File: src/rtl/multiply_seq_board_pkg.sv
// ============================================================================
// Module   : multiply_seq_board_pkg
// Purpose  : Shared declarations for the board's sequential arithmetic engines.
// Revision : 1.0
// ============================================================================
`default_nettype none

package multiply_seq_board_pkg;

    typedef enum logic [1:0] {
        IDLE = 2'd0,
        CALC = 2'd1,
        DONE = 2'd2
    } state_t;

    localparam int unsigned c_DEFAULT_WIDTH = 16;
    localparam int unsigned c_DISP_WIDTH    = 16;

endpackage

`default_nettype wire

File: src/rtl/mult_seq_datapath.sv
// ============================================================================
// Module   : mult_seq_datapath
// Purpose  : Shift-and-add datapath (acc/mcand/mplier, WIDTH+1-bit adder, shifter).
// Revision : 1.0
// ============================================================================
`default_nettype none

module mult_seq_datapath
    import multiply_seq_board_pkg::*;
#(
    parameter int unsigned WIDTH = c_DEFAULT_WIDTH,
    parameter int unsigned SHW   = $clog2(WIDTH + 1)
)(
    input  logic                 clk,
    input  logic                 rst,
    input  logic                 i_load,
    input  logic                 i_step,
    input  logic [SHW-1:0]       i_shamt,
    input  logic [WIDTH-1:0]     i_a,
    input  logic [WIDTH-1:0]     i_b,
    output logic [2*WIDTH-1:0]   o_acc,
    output logic                 o_rest_zero
);

    logic [2*WIDTH-1:0] r_acc;
    logic [WIDTH-1:0]   r_mcand;
    logic [WIDTH-1:0]   r_mplier;

    logic [WIDTH:0]     w_sum;
    logic [2*WIDTH:0]   w_wide;
    logic [2*WIDTH-1:0] w_acc_next;

    assign w_sum  = {1'b0, r_acc[2*WIDTH-1:WIDTH]}
                  + (r_mplier[0] ? {1'b0, r_mcand} : {(WIDTH+1){1'b0}});
    assign w_wide = {w_sum, r_acc[WIDTH-1:0]};

    // The shift is always at least one, so dropping bit 0 first keeps the carry.
    assign w_acc_next = w_wide[2*WIDTH:1] >> (i_shamt - SHW'(1));

    always_ff @(posedge clk or posedge rst) begin
        if (rst) begin
            r_acc    <= '0;
            r_mcand  <= '0;
            r_mplier <= '0;
        end else if (i_load) begin
            r_acc    <= '0;
            r_mcand  <= i_a;
            r_mplier <= i_b;
        end else if (i_step) begin
            r_acc    <= w_acc_next;
            r_mplier <= r_mplier >> 1;
        end
    end

    assign o_acc       = r_acc;
    assign o_rest_zero = ~|r_mplier[WIDTH-1:1];

endmodule

`default_nettype wire

File: src/rtl/multiply_seq_board.sv
// ============================================================================
// Module   : multiply_seq_board
// Purpose  : Sequential unsigned multiplier, start/done handshake, one bit/clock.
//            Optional MULT_SEQ_EARLY_EXIT_EN ends CALC once mplier runs out of ones.
// Revision : 1.0
// ============================================================================
`default_nettype none

module multiply_seq_board
    import multiply_seq_board_pkg::*;
#(
    parameter int unsigned WIDTH = c_DEFAULT_WIDTH
)(
    input  logic                 clk,
    input  logic                 rst,
    input  logic                 start,
    input  logic [WIDTH-1:0]     a,
    input  logic [WIDTH-1:0]     b,
    output logic                 busy,
    output logic                 done,
    output logic [2*WIDTH-1:0]   y,
    output logic [WIDTH-1:0]     y_low,
    output logic                 ovf
);

    localparam int unsigned c_CW = $clog2(WIDTH);
    localparam int unsigned c_SW = $clog2(WIDTH + 1);

    state_t             r_state;
    state_t             w_state_next;
    logic [c_CW-1:0]    r_cnt;
    logic               w_load;
    logic               w_step;
    logic               w_fin;
    logic               w_last;
    logic               w_exit_early;
    logic [c_SW-1:0]    w_shamt;
    logic [2*WIDTH-1:0] w_acc;

    logic [2*WIDTH-1:0] r_y;
    logic               r_done;
    logic               r_busy;
    logic               r_ovf;

`ifdef MULT_SEQ_EARLY_EXIT_EN
    logic w_rest_zero;
    assign w_exit_early = w_rest_zero;
    // Early exit folds all remaining right shifts into the final step.
    assign w_shamt      = w_exit_early ? (c_SW'(WIDTH) - c_SW'(r_cnt)) : c_SW'(1);
`else
    assign w_exit_early = 1'b0;
    assign w_shamt      = c_SW'(1);
`endif

    assign w_last = (r_cnt == c_CW'(WIDTH - 1)) || w_exit_early;

    mult_seq_datapath #(
        .WIDTH (WIDTH),
        .SHW   (c_SW)
    ) u_datapath (
        .clk         (clk),
        .rst         (rst),
        .i_load      (w_load),
        .i_step      (w_step),
        .i_shamt     (w_shamt),
        .i_a         (a),
        .i_b         (b),
        .o_acc       (w_acc),
`ifdef MULT_SEQ_EARLY_EXIT_EN
        .o_rest_zero (w_rest_zero)
`else
        .o_rest_zero ()
`endif
    );

    always_comb begin
        w_state_next = r_state;
        w_load       = 1'b0;
        w_step       = 1'b0;
        w_fin        = 1'b0;
        case (r_state)
            IDLE: begin
                if (start) begin
                    w_load       = 1'b1;
                    w_state_next = CALC;
                end
            end
            CALC: begin
                w_step = 1'b1;
                if (w_last) begin
                    w_state_next = DONE;
                end
            end
            DONE: begin
                w_fin        = 1'b1;
                w_state_next = IDLE;
            end
            default: begin
                w_state_next = IDLE;
            end
        endcase
    end

    always_ff @(posedge clk or posedge rst) begin
        if (rst) begin
            r_state <= IDLE;
            r_cnt   <= '0;
        end else begin
            r_state <= w_state_next;
            if (w_load || (w_step && w_last)) begin
                r_cnt <= '0;
            end else if (w_step) begin
                r_cnt <= r_cnt + c_CW'(1);
            end
        end
    end

    // Registered result stage: y, ovf and done all change on the same edge,
    // and busy covers the done cycle so it falls together with done.
    always_ff @(posedge clk or posedge rst) begin
        if (rst) begin
            r_y    <= '0;
            r_ovf  <= 1'b0;
            r_done <= 1'b0;
            r_busy <= 1'b0;
        end else begin
            r_done <= w_fin;
            r_busy <= (w_state_next != IDLE) || w_fin;
            if (w_fin) begin
                r_y   <= w_acc;
                r_ovf <= |w_acc[2*WIDTH-1:WIDTH];
            end
        end
    end

    assign y     = r_y;
    assign y_low = r_y[WIDTH-1:0];
    assign ovf   = r_ovf;
    assign done  = r_done;
    assign busy  = r_busy;

endmodule

`default_nettype wire

File: config.mk
export PLATFORM = sky130hd
export DESIGN_NAME = multiply_seq_board
export DESIGN_NICKNAME = d
export VERILOG_FILES = /design/src/rtl/multiply_seq_board_pkg.sv /design/src/rtl/mult_seq_datapath.sv /design/src/rtl/multiply_seq_board.sv
export SDC_FILE = /design/constraint.sdc
export NUM_CORES = 1
export LEC_CHECK = 0
export ABC_AREA = 1
export ABC_CLOCK_PERIOD_IN_PS = 7000
export CORE_MARGIN = 2
export CORE_UTILIZATION = 63
export CTS_BUF_LIST = sky130_fd_sc_hd__clkbuf_2
export DETAILED_ROUTE_END_ITERATION = 12
export PLACE_DENSITY = 0.88
export SLEW_MARGIN = 10
export SYNTH_ARGS = -nofsm -noshare
export SYNTH_HDL_FRONTEND = slang
export SYNTH_HIERARCHICAL = 1
export SYNTH_SLANG_ARGS = --single-unit
export TNS_END_PERCENT = 30
File: constraint.sdc
create_clock -name clk -period 7 [get_ports clk]
set_input_delay 0.7 -clock clk [delete_from_list [all_inputs] [get_ports clk]]
set_output_delay 0.7 -clock clk [all_outputs]
set_load 0.01 [all_outputs]
### Yosys cells after proc, flatten, opt, wreduce, memory -nomap -nowiden

Index checks and enable logic that the tools add are counted.

| storage, ports and cells | value |
|---|---|
| word-level logic and storage cells | 36 |
| bits of input ports | 35 |
| flip-flop bits (word level) | 105 |
| output and inout port bits | 51 |

| cells by class | value |
|---|---|
| equal/unequal tests | 3 |
| multiplexer cells | 14 |
| add/sub/neg operators | 2 |
| reductions and logical operators | 8 |

Operator list:

| cell | count |
|---|---|
| 2-to-1 mux 32 bit | 2 |
| 2-to-1 mux 16 bit | 3 |
| adder 16 x 17 -> 17 bit | 1 |
| OR reduction 16 bit | 1 |
| 2-to-1 mux 4 bit | 2 |
| nonzero test 2 bit | 3 |
| adder 4 x 1 -> 4 bit (second input constant) | 1 |
| == test 4 bit (second input constant) | 1 |
| 2-to-1 mux 1 bit | 4 |
| 2-to-1 mux 2 bit | 2 |
| case mux 2 bit (2 select lines) | 1 |
| == test 2 x 1 -> 1 bit (second input constant) | 1 |
| == test 2 bit (second input constant) | 1 |
| logical NOT 2 bit | 1 |
| logical OR 1 bit | 2 |
| logical AND 1 bit | 1 |

### Depth between registers and ports, before layout

Gate-level depths: netlist of run 1.

| logic depth | value |
|---|---|
| depth in word-level cells | 5 |
| depth in mapped cells | 20 |
| mapped depth without buffers | 18 |

### Modules after synthesis

The synthesis of run 1 kept the hierarchy.

Modules (own cells, without submodules):

| module | seq. area each (um^2) | cells each | area an instance (um^2) | times used |
|---|---|---|---|---|
| mult_seq_datapath | 1601.5 | 830 | 5456.5 | 1 |
| multiply_seq_board | 1026.0 | 216 | 1804.2 | 1 |

### Worst setup path before layout of run 1

OpenSTA, ideal clock, no wires.

| timing path | value |
|---|---|
| path type | reg-to-reg |
| start | reg u_datapath.r_mplier[0] |
| end | reg u_datapath.r_acc[15] (netlist: u_datapath/o_acc[15]) |
| library setup time | 65 ps |
| stages on the path, launching flop included | 21 |
| period minus slack after synthesis | 2618 ps |
| data required time | 6935 ps |
| arrival time | 2553 ps |
| setup slack | 4382 ps |
| path buffers | 2 |
| path through | dfrtp_1 -> clkbuf_1 -> clkbuf_1 -> nand2_1 -> inv_1 -> ha_1 -> inv_1 -> fa_1 -> inv_1 -> nand3_1 -> nand2_1 -> nand3_1 -> nand3_2 -> a21oi_2 -> nor2_2 -> nand2_1 -> nor2_2 -> nand2_1 -> o21ai_1 -> nand2_1 -> nand2_1 |

| between the ends | value |
|---|---|
| word-level cells in the longest chain between the ends | 4 |

RTL lines:

| what | RTL line | source |
|---|---|---|
| start: declaration | mult_seq_datapath.sv:27 | `logic [WIDTH-1:0] r_mplier;` |
| start signal: assignment | mult_seq_datapath.sv:48 | `r_mplier <= i_b;` |
| start signal: assignment | mult_seq_datapath.sv:51 | `r_mplier <= r_mplier >> 1;` |
| 2-to-1 mux 16 bit | mult_seq_datapath.sv:34 | `+ (r_mplier[0] ? {1'b0, r_mcand} : {(WIDTH+1){1'b0}});` |
| adder 16 x 17 -> 17 bit | mult_seq_datapath.sv:34 |  |
| 2-to-1 mux 32 bit | mult_seq_datapath.sv:49 | `end else if (i_step) begin` |
| 2-to-1 mux 32 bit | mult_seq_datapath.sv:45 | `end else if (i_load) begin` |
| end signal: assignment | mult_seq_datapath.sv:50 | `r_acc <= w_acc_next;` |
| end: declaration | mult_seq_datapath.sv:25 | `logic [2*WIDTH-1:0] r_acc;` |

No other way between the ends. The select of a mux whose other input is x is not followed.
A chain may end at the register's enable or synchronous reset.

### Final worst setup path of run 1

| timing path | value |
|---|---|
| start | reg r_state[0] |
| end | reg u_datapath.r_acc[25] (netlist: u_datapath/o_acc[25]) |

| between the ends | value |
|---|---|
| word-level cells in the longest chain between the ends | 3 |
| elaborated cells between the ends (all ways) | 6 |
| those cells by class | 1 x eq/ne; 3 x mux; 2 x reduce/logical |

RTL lines:

| what | RTL line | source |
|---|---|---|
| start: declaration | multiply_seq_board.sv:29 | `state_t r_state;` |
| start signal: assignment | multiply_seq_board.sv:109 | `r_state <= w_state_next;` |
| logical NOT 2 bit * | multiply_seq_board.sv:81 | `case (r_state)` |
| 2-to-1 mux 1 bit * | multiply_seq_board.sv:81 |  |
| net w_load | multiply_seq_board.sv:32 | `logic w_load;` |
| 2-to-1 mux 32 bit / nonzero test 2 bit (equally long branches) | - |  |

The timed path passes the listed nets; every way through them passes the cells marked *.

==> results.toml, run 1 <==
[outcome]
status = "completed"

[sta]
fin_ws_ns = 3.88
hold_viol = 0
rsz0062_at_grt = "no"
fin_worst_skew_ns = 0.0432
whs_ns = 0.302
setup_tns_ns = 0
slew_headroom_pct = 46.4
worst_pin_slew_ns = 0.804
fmax_mhz = 321
post-route-min-period_ns = 3.12
slew_violations = 0
finalSetupViolations = 0
min_period_over_period_pct = 44.5

[power]
powerDensity_mw_per_mm2 = 330
vdd_ir_drop_max_mv = 0.243
leakage_nw = 4.29

[finish]
final_nets = 1141
final_cells = 1236
drive_gt1_share_pct = 9.16
seqCellArea_mm2 = 0.00263
fin_area_mm2 = 0.00810
fillers = 961
multi_input_area_mm2 = 0.00384
syn_to_final_growth_pct = 12.0

[clock_network]
clock_sinks = 105
cts_tree = "done"
cts_buffers = 9
ctsResizeCount = 0
htree_levels = 3
hold_buffers = 0
insertion_delay_ns = 0.68
post_cts_buffers = 0
cts_root_buffer = "clkbuf_2"
cts_buffer_depth = 2
clk_pin_slew_ns = 0.31

[global_route]
grt_pass1_wl_mm = 32.0
grt.overflow.total = 0
grt_pass1_vias = 6450
grt_antenna_before_repair = 0
grt_start_max_net_pins = 65
gr-usage-all-layers_pct = 32.1

[critical_path]
r2r_slack_ns = 3.88
max_stage_delay_ns = 0.49
end_kind = "flip-flop"
crit_chain = "inv_2, nand3_2, inv_2, buf_4, nor2_4, buf_4, nor2_4, inv_2, nor2_2, inv_1, o31ai_2"
cp_common_cell = "inv_2"
worstSetupPathType = "reg2reg"
path_max_fanout = 35
crit_path_start_kind = "flip-flop"
path_buf_inv = 6
cp_top_family = "buffers and inverters"
crit_slowest_cell = "dfrtp_1"
worstPathRequired_ns = 7.63
arrival_ns = 3.74

[drt]
dr.pass1.iters = 6
wl_per_cell_um = 15.3
vias_per_cell = 5.63
drt_iter0_drc = 797
antenna_left = 0
num_vias = 6954
wirelength_mm = 19.0
drc = 0

[die]
initial_core_util_pct = 63.9
dieWidth_um = 111
die-area_mm2 = 0.0123
rows = 39
die_y_um = 111
core_mm2 = 0.0113
boundaryPins = 86

[yosys]
synth.cell_area_mm2 = 0.00723
postSynthCellCount = 1041
ys_warn_count = 6
post_synth.cell_area_avg_um2 = 6.95

[placement]
dp_cells = 1219
io_buffers = 85
gp_congestion = 0.960
pre_cts_ws_ns = 3.35
placed_area_mm2 = 0.00795
dp_hpwl_mm = 14.1

[job]
maxCapViolCount = 0

[hold_path]
min_path_type = "in2async"
worst register-to-register path: stages, from the launching register on:
cell and delay [ns]:
dfrtp_1 0.49, inv_2 0.12, nand3_2 0.11, inv_2 0.06, buf_4 0.35, nor2_4 0.06, buf_4 0.26, nor2_4 0.24
inv_2 0.22, nor2_2 0.50, inv_1 0.37, o31ai_2 0.30
registers in the layout, indices dropped and copies added, names as in the netlist:
register             count
u_datapath/r_mplier     16
r_cnt                    4
u_datapath/r_mcand      16
done                     1
ovf                      1
r_state                  2
y                       32
busy                     1
u_datapath/o_acc        32
cells in the final DEF, fill, tap and decap left out, types with 3 or more instances in the layout:
| cell type | n |
|---|---|
| nand3_1 | 121 |
| nand2_2 | 15 |
| nand3_2 | 31 |
| clkinv_1 | 3 |
| conb_1 | 10 |
| nand2_1 | 416 |
| o21ai_1 | 15 |
| a21oi_1 | 19 |
| nand4_1 | 7 |
| o21ai_0 | 29 |
| ha_1 | 18 |
| xor2_1 | 3 |
| clkdlybuf4s50_1 | 85 |
| nor2_1 | 25 |
| clkbuf_2 | 9 |
| buf_4 | 4 |
| o211ai_1 | 6 |
| inv_2 | 9 |
| o221ai_1 | 13 |
| and2_1 | 3 |
| dfrtp_1 | 105 |
| a21oi_2 | 3 |
| inv_1 | 99 |
| nor2_2 | 12 |
| mux2i_1 | 5 |
power breakdown:
group / internal [W] / switching (W)
clock network: 0.000122 / 0.000223
logic: 0.000520 / 0.000798
registers: 0.000812 / 0.000197
total: 0.00145 / 0.00122
final timing paths:
kind	start	end	cells after the start
max in group asynchronous	rst	u_datapath/r_mcand[9]	3
setup / recovery	r_state[0]	u_datapath/o_acc[25]	11
min in group clk	u_datapath/r_mcand[4]	u_datapath/r_mcand[4]	2
hold reg to reg	u_datapath/r_mcand[4]	u_datapath/r_mcand[4]	2
hold / removal	rst	y[12]	2
setup reg to reg	r_state[0]	u_datapath/o_acc[25]	11
area by class of cell:
cell class,count,share of cell area (%)
clock buffers,9,0.556
multi-input cells,771,47.5
clock inverters,7,1.25
diodes,1,0.0309
repair buffers,89,10.9
flip-flops and latches,105,32.4
inverters,111,5.18
well taps,143,2.21
metrics by stage:
| step | power [W] | util, % |
|---|---|---|
| floorplan | 0.00190 | - |
| global placement | 0.00224 | 70.2 |
| detailed placement | 0.00227 | 70.2 |
| CTS | 0.00261 | 71.5 |
| global route | 0.00287 | 71.5 |
| finish | 0.00267 | 71.5 |
routing by layer:
layer / global-route usage (%) / routed length (um) / vias to the layer above
met2: 50.1 / 8520 / 328
met4: 11.0 / 656 / 0
met5: 0 / 0 / -
li1: - / - / 3379
met1: 45.5 / 8230 / 3179
met3: 5.90 / 1550 / 68
No activity file was read; power rests on OpenSTA's default activity.
==> run 2, diff against run 1 <==
Settings changed: ABC_CLOCK_PERIOD_IN_PS 7000 to 2900, CORE_UTILIZATION 63 to 59, PLACE_DENSITY 0.88 to 0.84.
Clock period 7 ns to 2.9 ns, I/O delays scaled along.
==> results.toml, run 2 (same netlist as run 1, synthesis figures left out) <==
[hold_path]
worstHoldStart = "a[13]"
min_path_type = "in2reg"
hold_path_depth = 3

[critical_path]
cp_common_cell = "nand2_1"
rr_startpoint = "u_datapath/r_mplier[0]"
worstSetupPathType = "reg2reg"
cp_top_family = "simple AND/OR/NAND/NOR gates"
cp_num_cells = 19
reg2regPathDepth = 19
worstPathRequired_ns = 3.51
path_buf_inv = 4
max_stage_delay_ns = 0.43
crit_slowest_cell = "dfrtp_1"
path_max_fanout = 15
crit_chain = "buf_4, nand2_1, inv_1, ha_1, inv_1, fa_1, inv_1, nand3_1, nand2_1, nand3_1, nand3_2, a21oi_2, nor2_2, nand2_1, nor2_2, nand2_1, o21ai_1, nand2_1, nand2_1"
arrival_ns = 3.21
end_kind = "flip-flop"
crit_start = "u_datapath/r_mplier[0]"
crit_path_start_kind = "flip-flop"

[sta]
whs_ns = 0.138
finalSetupViolations = 0
min_period_over_period_pct = 89.6
post-route-min-period_ns = 2.60
setup_tns_ns = 0
slew_violations = 0
rsz0062_at_grt = "no"
worst_pin_slew_ns = 0.538
fmax_mhz = 385
hold_viol = 0
slew_headroom_pct = 64.1
fin_worst_skew_ns = 0.0312

[die]
core_mm2 = 0.0120
dieWidth_um = 115
die_y_um = 115
initial_core_util_pct = 60.2
rows = 40
boundaryPins = 86
die-area_mm2 = 0.0132

[finish]
multi_input_area_mm2 = 0.00384
final_cells = 1244
fillers = 1086
final_nets = 1145
drive_gt1_share_pct = 9.49
seqCellArea_mm2 = 0.00263
layout_commonest_cell = "nand2_1"
syn_to_final_growth_pct = 12.6
layout_common_cells = "nand2_1 (416), nand3_1 (121), dfrtp_1 (105), inv_1 (99), clkdlybuf4s50_1 (85)"
fin_area_mm2 = 0.00814

[global_route]
grt.overflow.total = 0
grtUsageMet1_pct = 40.8
grt_pass1_wl_mm = 29.6
gr-usage-all-layers_pct = 28.9
top_usage_layer = "met2"
grt_antenna_before_repair = 0
use_met2_pct = 44.7
grt_pass1_vias = 6062
grt_start_max_net_pins = 42
grt_util_met3_pct = 5.66

[drt]
num_vias = 6839
wl_per_cell_um = 14.6
drc = 0
wirelength_mm = 18.2
dr.pass1.iters = 6
drt_iter0_drc = 784
vias_per_cell = 5.50
antenna_left = 0

[clock_network]
cts_buffer_depth = 2
cts_tree = "done"
clk_pin_slew_ns = 0.29
post_cts_buffers = 0
htree_levels = 3
insertion_delay_ns = 0.63
cts_root_buffer = "clkbuf_2"
clock_sinks = 105
ctsResizeCount = 0
cts_buffers = 9

[job]
maxCapViolCount = 0

[power]
leakage_nw = 4.32
vdd_ir_drop_max_mv = 0.354
powerDensity_mw_per_mm2 = 788

[placement]
placed_area_mm2 = 0.00799
gp_congestion = 0.987
io_buffers = 85
dp_cells = 1226
dp_hpwl_mm = 13.9

[outcome]
status = "completed"
-- run 2: cell types whose count changed in the layout (fill, tap and decap cells not counted) --
cell and delta:
buf_12 +1, dlygate4sd3_1 +1, clkinvlp_4 -2, clkbuf_2 +1, inv_8 -2, clkinv_4 +2, clkinv_1 -1, clkinv_2 +1
buf_4 +2, inv_6 +1
-- run 2: path summary, 6_finish.rpt --
kind,endpoint,slack [ns]
min in group asynchronous,u_datapath/o_acc[19],0.55
min,u_datapath/r_mcand[13],0.14
max reg2reg,u_datapath/o_acc[15],0.30
max in group asynchronous,u_datapath/r_mplier[8],1.72
min reg2reg,u_datapath/r_mcand[0],0.52
max,u_datapath/o_acc[15],0.30
-- run 2: repair_timing --
action | in CTS | in global routing
hold buffers | 1 | 0
endpoints found under the hold margin | 16 | 0
endpoints found under the setup margin | 0 | 0
-- run 2: through the flow --
step	util (%)	setup WS [ns]	power [W]
2_1_floorplan	-	0.282	0.00459
3_3_place_gp	66.5	0.431	0.00543
3_5_place_dp	66.5	0.322	0.00552
4_1_cts	67.8	0.290	0.00631
5_1_grt	67.8	0.0118	0.00693
6_report	67.8	0.302	0.00642
-- run 2: routing by layer --
layer,share of wire (%),wire (um),vias up
met4,2.6,479,0
met1,44,7990,3063
met2,45,8210,318
met5,0,0,-
li1,-,-,3409
met3,8.3,1510,49
-- run 2: report_power, final --
group | total, W | switching [W] | internal, W
clock network | 0.000803 | 0.000509 | 0.000294
registers | 0.00238 | 0.000414 | 0.00196
logic | 0.00324 | 0.00196 | 0.00128
total | 0.00642 | 0.00288 | 0.00354
-- run 2: layout make-up --
cell class	instances	share of cell area [%]
clock inverters	6	1.12
flip-flops and latches	105	32.3
multi-input cells	771	47.2
well taps	147	2.26
inverters	111	5.15
repair buffers	93	11.4
clock buffers	10	0.615
diodes	1	0.0307
-- run 2: tightest hold or removal path: stages --
cell             delay, ns
clkdlybuf4s50_1       0.39
nand2_1               0.06
nand2_1               0.04
==> run 3, diff against run 2 <==
Settings changed: GPL_TIMING_DRIVEN from default to 0.
==> results.toml, run 3 (same netlist as run 1, synthesis figures left out) <==
[outcome]
status = "completed"

[finish]
fin_area_mm2 = 0.00851
final_cells = 1298
drive_gt1_share_pct = 13.1
final_nets = 1201
layout_common_cells = "nand2_1 (415), nand3_1 (121), dfrtp_1 (104), inv_1 (97), clkdlybuf4s50_1 (85)"
syn_to_final_growth_pct = 17.6
antenna_cells = 0
layout_commonest_cell = "nand2_1"

[die]
boundaryPins = 86
initial_core_util_pct = 60.2
rows = 40
core_mm2 = 0.0120
die_y_um = 115
dieWidth_um = 115
die-area_mm2 = 0.0132

[drt]
dr.pass1.iters = 5
antenna_left = 0
drc = 0
num_vias = 7141
vias_per_cell = 5.50
drt_iter0_drc = 635
wirelength_mm = 20.0
wl_per_cell_um = 15.4

[sta]
setup_tns_ns = 0
min_period_over_period_pct = 91.0
finalSetupViolations = 0
rsz0062_at_grt = "no"
slew_headroom_pct = 45.7
post-route-min-period_ns = 2.64
fmax_mhz = 379
worst_pin_slew_ns = 0.815
fin_worst_skew_ns = 0.0510
hold_viol = 0
slew_violations = 0

[placement]
placed_area_mm2 = 0.00832
io_buffers = 85
dp_cells = 1282
dp_hpwl_mm = 15.8
gp_congestion = 0.972

[power]
power_w = 0.00677
leakage_nw = 4.54
vdd_ir_drop_max_mv = 0.486
powerDensity_mw_per_mm2 = 796

[global_route]
grt.overflow.total = 0
grt_pass1_vias = 6583
gr-usage-all-layers_pct = 32.1
grt_pass1_wl_mm = 32.9
grt_antenna_before_repair = 0
grt_start_max_net_pins = 65

[hold_path]
min_path_type = "in2reg"

[clock_network]
cts_buffer_depth = 2
cts_tree = "done"
clock_sinks = 105
insertion_delay_ns = 0.65
htree_levels = 3
cts_buffers = 9
clk_pin_slew_ns = 0.31
cts_root_buffer = "clkbuf_2"

[critical_path]
worstPathRequired_ns = 3.49
crit_start = "u_datapath/r_mplier[0]"
worstSetupPathType = "reg2reg"
reg2regPathDepth = 19
arrival_ns = 3.23
rr_startpoint = "u_datapath/r_mplier[0]"
r2r_slack_ns = 0.26
end_kind = "flip-flop"
r2r_end = "u_datapath/o_acc[15]"
crit_path_start_kind = "flip-flop"
path_max_fanout = 10
crit_end = "u_datapath/o_acc[15]"

[job]
maxCapViolCount = 0
## run 3: changes by cell type in the layout (fill, tap and decap cells not counted), moves of 2 or more
| cell | delta |
|---|---|
| buf_2 | +20 |
| clkbuf_1 | +12 |
| buf_4 | +20 |
| clkbuf_8 | +2 |
| inv_1 | -2 |
| clkinv_4 | -2 |
## run 3: cell type report
type	instances	area, um^2
Buffer	61	375
Multi-Input combinational cell	771	3850
Sequential cell	105	2630
Timing Repair Buffer	88	888
Clock inverter	6	115
Fill cell	1063	3510
Inverter	111	422
Tap cell	147	184
Clock buffer	9	45.0
## run 3: critical path, cell delays in order, from the launching register on
cell	delay, ns
dfrtp_2	0.46
buf_6	0.14
nand2_1	0.06
inv_1	0.05
ha_1	0.17
inv_1	0.06
fa_2	0.36
inv_2	0.09
nand3_1	0.08
nand2_2	0.12
nand3_1	0.11
nand3_2	0.10
a21oi_2	0.07
nor2_2	0.13
nand2_1	0.11
nor2_2	0.12
nand2_1	0.12
o21ai_1	0.14
nand2_1	0.07
nand2_1	0.06
## run 3: timing repair
item,4_1_cts,5_1_grt
resized for setup,2,7
hold endpoints to repair,6,0
pin swaps,0,0
endpoints found under the setup margin,13,5
setup buffers,1,0
hold buffers,1,0
## run 3: worst min path at each step
stage | slack [ns] | cells after the start | startpoint | endpoint
2_1_floorplan | 0.40 | 2 | a[0] | u_datapath/r_mcand[0]
3_3_place_gp | 0.46 | 2 | u_datapath/r_mcand[3] | u_datapath/r_mcand[3]
3_5_place_dp | 0.46 | 2 | u_datapath/r_mcand[0] | u_datapath/r_mcand[0]
4_1_cts | 0.08 | 3 | a[3] | u_datapath/r_mcand[3]
5_1_grt | 0.12 | 3 | a[8] | u_datapath/r_mcand[8]
6_report | 0.11 | 3 | a[3] | u_datapath/r_mcand[3]
## run 3: power breakdown
group          leakage (nW)  switching [W]  internal (W)
Clock                0.0943       0.000501      0.000374
Sequential             1.34       0.000424       0.00196
Combinational          3.10        0.00207       0.00144
Total                  4.54        0.00299       0.00378
## run 3: per-stage QoR
step,utilization [%],hold WS (ns),worst slack (ns)
global route,70.8,0.115,0.0208
global placement,69.1,0.456,-0.293
detailed placement,69.3,0.459,-0.300
finish,70.8,0.114,0.262
floorplan,-,0.402,0.282
CTS,70.7,0.0818,0.0694
## run 3: routing by layer
layer	track usage [%]	wire, um	vias to the layer above
met4	11.5	522	0
met5	0	0	-
met1	46.0	9240	3341
li1	-	-	3507
met3	3.39	1200	38
met2	51.0	9070	255
